===== config.mk =====
export PLATFORM = sky130hd
export DESIGN_NAME = pc_fetch_ctrl
export DESIGN_NICKNAME = d
export VERILOG_FILES = /design/src/rtl/pc_pkg.sv /design/src/rtl/pc_redirect_arb.sv /design/src/rtl/pc_fetch_ctrl.sv
export SDC_FILE = /design/constraint.sdc
export NUM_CORES = 1
export LEC_CHECK = 0
export CORE_ASPECT_RATIO = 1.75
export CORE_UTILIZATION = 54
export DETAILED_ROUTE_END_ITERATION = 7
export PLACE_DENSITY = 0.9
export SLEW_MARGIN = 20
export SYNTH_ARGS = -nofsm -noshare
export SYNTH_HDL_FRONTEND = slang
export SYNTH_SLANG_ARGS = --single-unit
export TNS_END_PERCENT = 10

===== constraint.sdc =====
create_clock -name clk -period 4.4 [get_ports clk]
set_input_delay 0.88 -clock clk [delete_from_list [all_inputs] [get_ports clk]]
set_output_delay 0.88 -clock clk [all_outputs]
set_load 0.05 [all_outputs]

===== src/rtl/pc_pkg.sv =====
// rtl/pc_pkg.sv - shared types and default vectors for the fetch-stage program counter
package pc_pkg;

    // Fetch controller states
    typedef enum logic [1:0] {
        ST_BOOT = 2'd0,
        ST_RUN  = 2'd1,
        ST_HOLD = 2'd2
    } pc_state_e;

    // Kind of redirect selected (or latched) for the next pc
    typedef enum logic [1:0] {
        RD_NONE = 2'd0,
        RD_BR   = 2'd1,
        RD_EXC  = 2'd2
    } redir_kind_e;

    localparam logic [31:0] PC_DEF_RESET_VECTOR = 32'h0040_0000;
    localparam logic [31:0] PC_DEF_EXC_VECTOR   = 32'h8000_0180;
    localparam int          PC_DEF_STEP         = 4;

endpackage


===== src/rtl/pc_redirect_arb.sv =====
// rtl/pc_redirect_arb.sv - redirect priority selection and pending-redirect latch
module pc_redirect_arb
    import pc_pkg::*;
#(
    parameter int             N          = 32,
    parameter logic [N-1:0]   EXC_VECTOR = N'(PC_DEF_EXC_VECTOR)
) (
    input  logic         clk,
    input  logic         reset,
    input  logic         active,
    input  logic         stall,
    input  logic         exc,
    input  logic         br_taken,
    input  logic [N-1:0] br_target,
    output redir_kind_e  sel_kind,
    output logic [N-1:0] sel_target,
    output logic         redirect_pend
);

    redir_kind_e  pend_kind_q;
    logic [N-1:0] pend_target_q;

    // Capture redirects raised while stalled; an exception is sticky over any later branch.
    // With stall low every latched entry is being applied this cycle, so the latch empties.
    always_ff @(posedge clk) begin
        if (reset) begin
            pend_kind_q   <= RD_NONE;
            pend_target_q <= '0;
        end else if (active) begin
            if (stall) begin
                if (exc) begin
                    pend_kind_q <= RD_EXC;
                end else if (br_taken && (pend_kind_q != RD_EXC)) begin
                    pend_kind_q   <= RD_BR;
                    pend_target_q <= br_target;
                end
            end else begin
                pend_kind_q <= RD_NONE;
            end
        end
    end

    // Priority: new exc, pending exc, new branch, pending branch
    always_comb begin
        sel_kind   = RD_NONE;
        sel_target = pend_target_q;
        if (exc || (pend_kind_q == RD_EXC)) begin
            sel_kind   = RD_EXC;
            sel_target = EXC_VECTOR;
        end else if (br_taken) begin
            sel_kind   = RD_BR;
            sel_target = br_target;
        end else if (pend_kind_q == RD_BR) begin
            sel_kind   = RD_BR;
            sel_target = pend_target_q;
        end
    end

    assign redirect_pend = (pend_kind_q != RD_NONE);

endmodule


===== src/rtl/pc_fetch_ctrl.sv =====
// rtl/pc_fetch_ctrl.sv - fetch-stage pc unit with handshake and prioritised redirects; option PC_ALIGN_CHECK_EN
module pc_fetch_ctrl
    import pc_pkg::*;
#(
    parameter int           N            = 32,
    parameter logic [N-1:0] RESET_VECTOR = N'(PC_DEF_RESET_VECTOR),
    parameter logic [N-1:0] EXC_VECTOR   = N'(PC_DEF_EXC_VECTOR),
    parameter int           STEP         = PC_DEF_STEP
) (
    input  logic         clk,
    input  logic         reset,
    input  logic         stall,
    input  logic         exc,
    input  logic         br_taken,
    input  logic [N-1:0] br_target,
    input  logic         imem_ready,
    output logic [N-1:0] pc,
    output logic [N-1:0] pc_plus,
    output logic         fetch_valid,
    output logic         redirect_pend,
    output logic         misalign_err
);

    pc_state_e    state_q;
    logic [N-1:0] pc_q;
    logic [N-1:0] pc_d;
    logic         fetch_valid_q;
    logic         misalign_q;
    logic         misalign_d;
    logic [N-1:0] target_fix;

    redir_kind_e  sel_kind;
    logic [N-1:0] sel_target;

    pc_redirect_arb #(
        .N          (N),
        .EXC_VECTOR (EXC_VECTOR)
    ) u_arb (
        .clk           (clk),
        .reset         (reset),
        .active        (state_q != ST_BOOT),
        .stall         (stall),
        .exc           (exc),
        .br_taken      (br_taken),
        .br_target     (br_target),
        .sel_kind      (sel_kind),
        .sel_target    (sel_target),
        .redirect_pend (redirect_pend)
    );

    assign pc_plus = pc_q + N'(STEP);

`ifdef PC_ALIGN_CHECK_EN
    localparam logic [N-1:0] ALIGN_MASK = ~(N'(STEP) - N'(1));

    // Branch targets get their sub-step bits cleared; the exception vector is trusted
    always_comb begin
        target_fix = sel_target;
        misalign_d = 1'b0;
        if (sel_kind == RD_BR) begin
            target_fix = sel_target & ALIGN_MASK;
            misalign_d = ((sel_target & ~ALIGN_MASK) != '0);
        end
    end
`else
    assign target_fix = sel_target;
    assign misalign_d = 1'b0;
`endif

    // Next pc when unstalled: redirect first, then sequential advance (RUN only), else hold
    always_comb begin
        pc_d = pc_q;
        if (sel_kind != RD_NONE) begin
            pc_d = target_fix;
        end else if ((state_q == ST_RUN) && imem_ready) begin
            pc_d = pc_plus;
        end
    end

    // Control FSM with registered pc, fetch_valid and misalign pulse
    always_ff @(posedge clk) begin
        if (reset) begin
            state_q       <= ST_BOOT;
            pc_q          <= RESET_VECTOR;
            fetch_valid_q <= 1'b0;
            misalign_q    <= 1'b0;
        end else begin
            case (state_q)
                ST_BOOT: begin
                    state_q       <= ST_RUN;
                    fetch_valid_q <= 1'b1;
                    misalign_q    <= 1'b0;
                end
                ST_RUN, ST_HOLD: begin
                    if (stall) begin
                        state_q       <= ST_HOLD;
                        fetch_valid_q <= 1'b0;
                        misalign_q    <= 1'b0;
                    end else begin
                        state_q       <= ST_RUN;
                        fetch_valid_q <= 1'b1;
                        pc_q          <= pc_d;
                        misalign_q    <= misalign_d;
                    end
                end
                default: begin
                    state_q       <= ST_BOOT;
                    fetch_valid_q <= 1'b0;
                    misalign_q    <= 1'b0;
                end
            endcase
        end
    end

    assign pc           = pc_q;
    assign fetch_valid  = fetch_valid_q;
    assign misalign_err = misalign_q;

endmodule


==> results of run 1 <==
[power by group through the flow]
stage          registers (mW)  logic, mW  clock network (mW)
3_5_place_dp            0.684      0.386                   0
5_1_grt                 0.675      0.415               0.767
3_3_place_gp            0.683      0.378                   0
2_1_floorplan           0.717      0.212                   0
6_report                0.673      0.393               0.726
4_1_cts                 0.671      0.389               0.738
[flip-flops by register name, summed over array words and instances, names as in the netlist]
signal,count
pc,32
state_q,2
u_arb.pend_kind_q,2
u_arb.pend_target_q,32
[tightest hold or removal path, cell delays in order, from the launching register on]
cell and delay [ps]:
dfxtp_1 300, nand2_1 50, a21oi_1 50
[metrics by stage]
step	area (um2)	std cells	worst slack, ps	hold slack [ps]	utilization
2_1_floorplan	4174	536	770.1	431.5	-
3_3_place_gp	5181	692	866.5	439.7	0.6895
3_5_place_dp	5181	692	858.9	444.0	0.6895
4_1_cts	5484	708	470.7	453.0	0.7298
5_1_grt	5484	708	271.9	474.3	0.7298
6_report	5484	708	455.5	452.6	0.7298
[cell type report]
| cell class | instances | area, um2 |
|---|---|---|
| inverter | 15 | 56.30 |
| multi-input combinational | 409 | 2560 |
| tap | 88 | 110.1 |
| clock buffer | 11 | 252.7 |
| fill | 584 | 2031 |
| timing repair buffer | 112 | 1094 |
| sequential | 68 | 1361 |
| clock inverter | 5 | 50.05 |
[metal layers]
layer	global-route usage	vias to the layer above	routed length (um)
met5	0	-	0
met4	0.2057	0	652
met3	0.06371	52	840
met2	0.5374	243	6528
met1	0.3826	2087	4653
li1	-	2090	-
[cell usage in the layout, fill, tap and decap left out, drive strengths merged, types with 13 or more instances in the layout]
cell type        n
clkdlybuf4s50  102
nand2           85
dfxtp           68
a21oi           56
nor2            26
o21ai           26
xnor2           23
nand3           21
nor3            17
inv             15
mux2            15
and3            13
[kinds of logic (layout without fill, tap and decap cells)]
family	after synthesis	in the layout	synth area share
xor gates and xnor gates	31	31	0.06505
muxes	25	25	0.06535
AOI/OAI and AO/OA	137	137	0.2077
buffers and inverters	59	143	0.06265
adders and majority gates	4	4	0.01199
DFF	68	68	0.3261
and+or+nand+nor	211	211	0.2602
other	1	1	0.0008984
[worst max path at each step]
stage | endpoint | cells past startpoint | from
2_1_floorplan | pc_plus[22] | 6 | pc[3]
4_1_cts | pc_plus[22] | 7 | pc[3]
3_5_place_dp | pc_plus[22] | 7 | pc[3]
6_report | pc_plus[22] | 7 | pc[3]
3_3_place_gp | pc_plus[30] | 7 | pc[2]
5_1_grt | pc_plus[31] | 6 | pc[4]
==> qor.txt, run 1 <==
Via density = 6.316
IO Port Bufs = 103
max_cap viols = 0
Reg power frac = 0.375
Chip Height = 118.3 um
Worst Path Max Fanout = 13
dominant cell type by area after synthesis = dfxtp_1
first-pass GRT wire length = 20.24 mm
Worst Hold Path EP = u_arb.pend_target_q[15]
GPL Wtd Cong = 0.9282
CP arrival = 3060 ps
Cell Area, Synth = 4174 um2
Post-Syn Nets = 578
Final min period = 3945 ps
Antenna Nets Post-Route = 0
Synth Instances = 536
drt initial violations = 570
Comb pwr share = 0.219
Sw Pwr = 0.5456 mW
H-Tree Depth = 3
Rel. slew slack = 0.3997
count leader, synth = nand2_1
worst reg2reg path endpoint = pc[28]
row cnt = 42
chip width = 68.46 um
worst endpoint required time = 3520 ps
hold_buf cts = 0
Max VDD drop = 0.2686 mV
largest net degree at the start of global routing = 45
Die ar. = 8099 um2
unrepaired setup endpoints after global routing = no
number of diodes = 0
Clock Path Buffers = 2
delay-heaviest family, CP = buffers and inverters
Fin. Hold Viols = 0
Clock transition at path regs = 50 ps
Yosys reg bits = 68
Power Dens Cells = 326.8 nW/um2
Setup Buffers After CTS = 0
setup slack, reg-to-reg = 1840 ps
nets = 657
Seq/Total Area, Yosys = 0.3261
gr usage total = 0.3317
Tcrit/Tclk final = 0.8965
Yosys warnings = 0
Hold Path Class = register to register
synth top area cells = dfxtp_1 (33%), nand2_1 (7.6%), a21oi_1 (6.6%), xnor2_1 (4.8%), mux2_2 (3.8%)
Pleak = 1.933 nW
Commonest cells post-synth = nand2_1 (85), dfxtp_1 (68), a21oi_1 (55)
Most Frequent Cell on Critical Path = nand4_1
status = complete, no violations
routed length per instance = 17.90 um
DRT Wirelength = 12.67 mm
DRC = 0
total number of vias = 4472
Reg2Reg Launch Point = state_q[0]
top cell type's share of synthesized area = 0.3261
worst slew pin tran = 894.4 ps
hpwl dp = 9.146 mm
crit-path max cell delay = 820 ps
CP startpoint kind = register
Max Slew Vio Count = 0
CP cell instances = ha_1, nand4_1, nor4_2, buf_4, nand4_1, xnor2_1, clkdlybuf4s50_1
clock skew = 5.571 ps
Cell variety after synth = 66
Crit Path Category = register to output port
CTS Buf Count = 9
Main synth FF type = dfxtp_1
Clk pwr share = 0.405
Power Total = 1.792 mW
io pins = 105
area grow syn2layout = 31.38%
Worst Hold Depth = 2
final setup fails = 0
critical path's slowest cell = clkdlybuf4s50_1
initial antenna violation count = 0
GRT overflow = 0
Hold Startpoint = u_arb.pend_target_q[15]
average size of a mapped cell = 7.787 um2
ys async rst share = 0
layout cells sized above 1 = 0.09032
fmax = 253.5 MHz
clock root buffer = clkbuf_16
Power Internal = 1.247 mW
Initial Utilization = 0.5554
TritonRoute pass-1 iters = 5
core region area = 7515 um2
number of enable flip-flop cells after synthesis = 0
clock sinks = 68
Worst R2R Path Depth = 7
Net Sw Frac = 0.3044
vias in the first global route = 4179
Post-CTS Resized = 0
crit path buf inv count = 2
Clock Latency Late Sink = 330 ps
Setup TNS = 0 ps
CP Capture Type = output port
CTS tree = done
(Power assumes the default switching activity.)
==> run 2, diff against run 1 <==
Settings changed: GPL_ROUTABILITY_DRIVEN set to 1.
==> results of run 2 <==
Same layout as run 1: the final DEF is identical, and so are final timing and power.
==> run 3, diff against run 2 <==
Settings changed: CORE_UTILIZATION 54 to 30, PLACE_DENSITY 0.9 to 0.56, RECOVER_POWER set to 100.
Clock period 4.4 ns to 4.14 ns, I/O delays scaled along.
==> run 3 against run 2 <==
Compared with the run above: the run now ends with max-capacitance violations, max-slew violations left; via count shrank 3.9%; final cell count grew 13%; largest cell class unchanged; global-route usage down 13 points; wire length rose by 12%; clock skew about the same; critical path depth is 1 lower; clock power increased by 16%; sequential power increased by 6.1%.
==> qor.txt, run 3 (synthesized netlist as in run 1, its figures left out) <==
final hold slack = 451.4 ps
clock skew = 5.454 ps
routed length per instance = 17.74 um
Final Util = 0.4140
final setup fails = 0
status = finished, violations left
Setup TNS = 0 ps
hold_buf cts = 0
total number of vias = 4298
Worst R2R Path Depth = 5
Initial Utilization = 0.3087
max_cap viols = 2
TritonRoute pass-1 iters = 5
commonest non-fill, non-tap cells in the layout = nand2_1 (85), dfxtp_1 (68), dlygate4sd3_1 (60)
gr usage total = 0.1973
DRT Wirelength = 14.20 mm
Rel. slew slack = -0.2429
setup slack, reg-to-reg = 1150 ps
CTS Buf Count = 9
final setup margin = 194.1 ps
clock root buffer = clkbuf_16
Reg area = 1361 um2
core region area = 13520 um2
io pins = 105
Max Slew Vio Count = 77
Crit Path Category = register to output port
drt initial violations = 299
Final min period = 3946 ps
worst reg2reg path endpoint = pc[11]
Clock Path Buffers = 2
Antenna Nets Post-Route = 0
Chip Height = 158.0 um
Clock transition at path regs = 60 ps
CTS tree = done
Die ar. = 14410 um2
chip width = 91.17 um
layout cells sized above 1 = 0.09425
clock sinks = 68
Power Total = 1.964 mW
fill cell count = 1368
H-Tree Depth = 3
CP Capture Type = output port
GPL Wtd Cong = 0.8592
Hold Path Class = register to register
nets = 663
non-filler cells, final = 800
row cnt = 56
CP Launch Point = pc[4]
violations in the final reports = max-capacitance violations, max-slew violations
Setup crit end = pc_plus[25]
Max VDD drop = 0.1857 mV
Setup Buffers After CTS = 0
Tcrit/Tclk final = 0.9531
Post-DP Area = 5314 um2
Clock Latency Late Sink = 340 ps
Pleak = 2.132 nW
CP startpoint kind = register
commonest non-fill, non-tap cell in the layout = nand2_1
DRC = 0
vias in the first global route = 4094
CP arrival = 3120 ps
largest net degree at the start of global routing = 41
Reg2Reg Launch Point = u_arb.pend_kind_q[0]
Power Dens Cells = 350.9 nW/um2
Post-CTS Resized = 0
Fin. Hold Viols = 0
initial antenna violation count = 0
Cells after DPL = 784
hpwl dp = 10.53 mm
GRT overflow = 0
area grow syn2layout = 34.11%
Via density = 5.373
area occupied by multi-input gates = 2555 um2
fmax = 253.4 MHz
final instance area = 5598 um2
worst slew pin tran = 1864 ps
IO Port Bufs = 103
number of diodes = 0
first-pass GRT wire length = 21.94 mm
worst endpoint required time = 3310 ps
DP Worst Slack = 613.9 ps
unrepaired setup endpoints after global routing = no
Worst Path Max Fanout = 9
==> run 3: cell count changes in the layout (fill, tap and decap cells not counted), sizes merged <==
| cell | change |
|---|---|
| clkdlybuf4s50 | -67 |
| dlygate4sd3 | +60 |
| clkbuf | +11 |
| buf | +3 |
| clkinv | -3 |
| bufinv | +1 |
| clkinvlp | +1 |
==> run 3: final cells by class <==
type / count / share of cell area
clock buffers: 12 / 0.04403
clock inverters: 4 / 0.01296
inverters: 15 / 0.01006
multi-input cells: 409 / 0.4564
flip-flops and latches: 68 / 0.2432
well taps: 174 / 0.03889
repair buffers: 118 / 0.1945
==> run 3: worst min path at each step <==
stage,startpoint,end,slack (ps),cells after the start
CTS,u_arb.pend_target_q[17],u_arb.pend_target_q[17],450,2
floorplan,u_arb.pend_target_q[17],u_arb.pend_target_q[17],430,2
finish,u_arb.pend_target_q[5],u_arb.pend_target_q[5],450,2
global route,u_arb.pend_target_q[27],u_arb.pend_target_q[27],470,2
detailed placement,u_arb.pend_target_q[17],u_arb.pend_target_q[17],440,2
global placement,u_arb.pend_target_q[17],u_arb.pend_target_q[17],440,2
==> run 3: worst max-delay path, stage by stage, from the launching register on <==
cell and delay, ps:
dfxtp_1 530, nand4_4 190, nor4_4 550, nand3_1 290, nor2_1 180, xor2_1 150
dlygate4sd3_1 890
==> run 3: per-layer routing <==
layer / GRT usage / up-vias / wire length, um
met4: 0.1141 / 0 / 567
met1: 0.2254 / 2032 / 5653
met5: 0 / - / 0
li1: - / 2096 / -
met3: 0.02402 / 36 / 507
met2: 0.3521 / 134 / 7467
==> run 3: power breakdown <==
part           internal (mW)  switching (mW)
clock                  0.543           0.296
sequential             0.679          0.0352
combinational          0.141           0.271
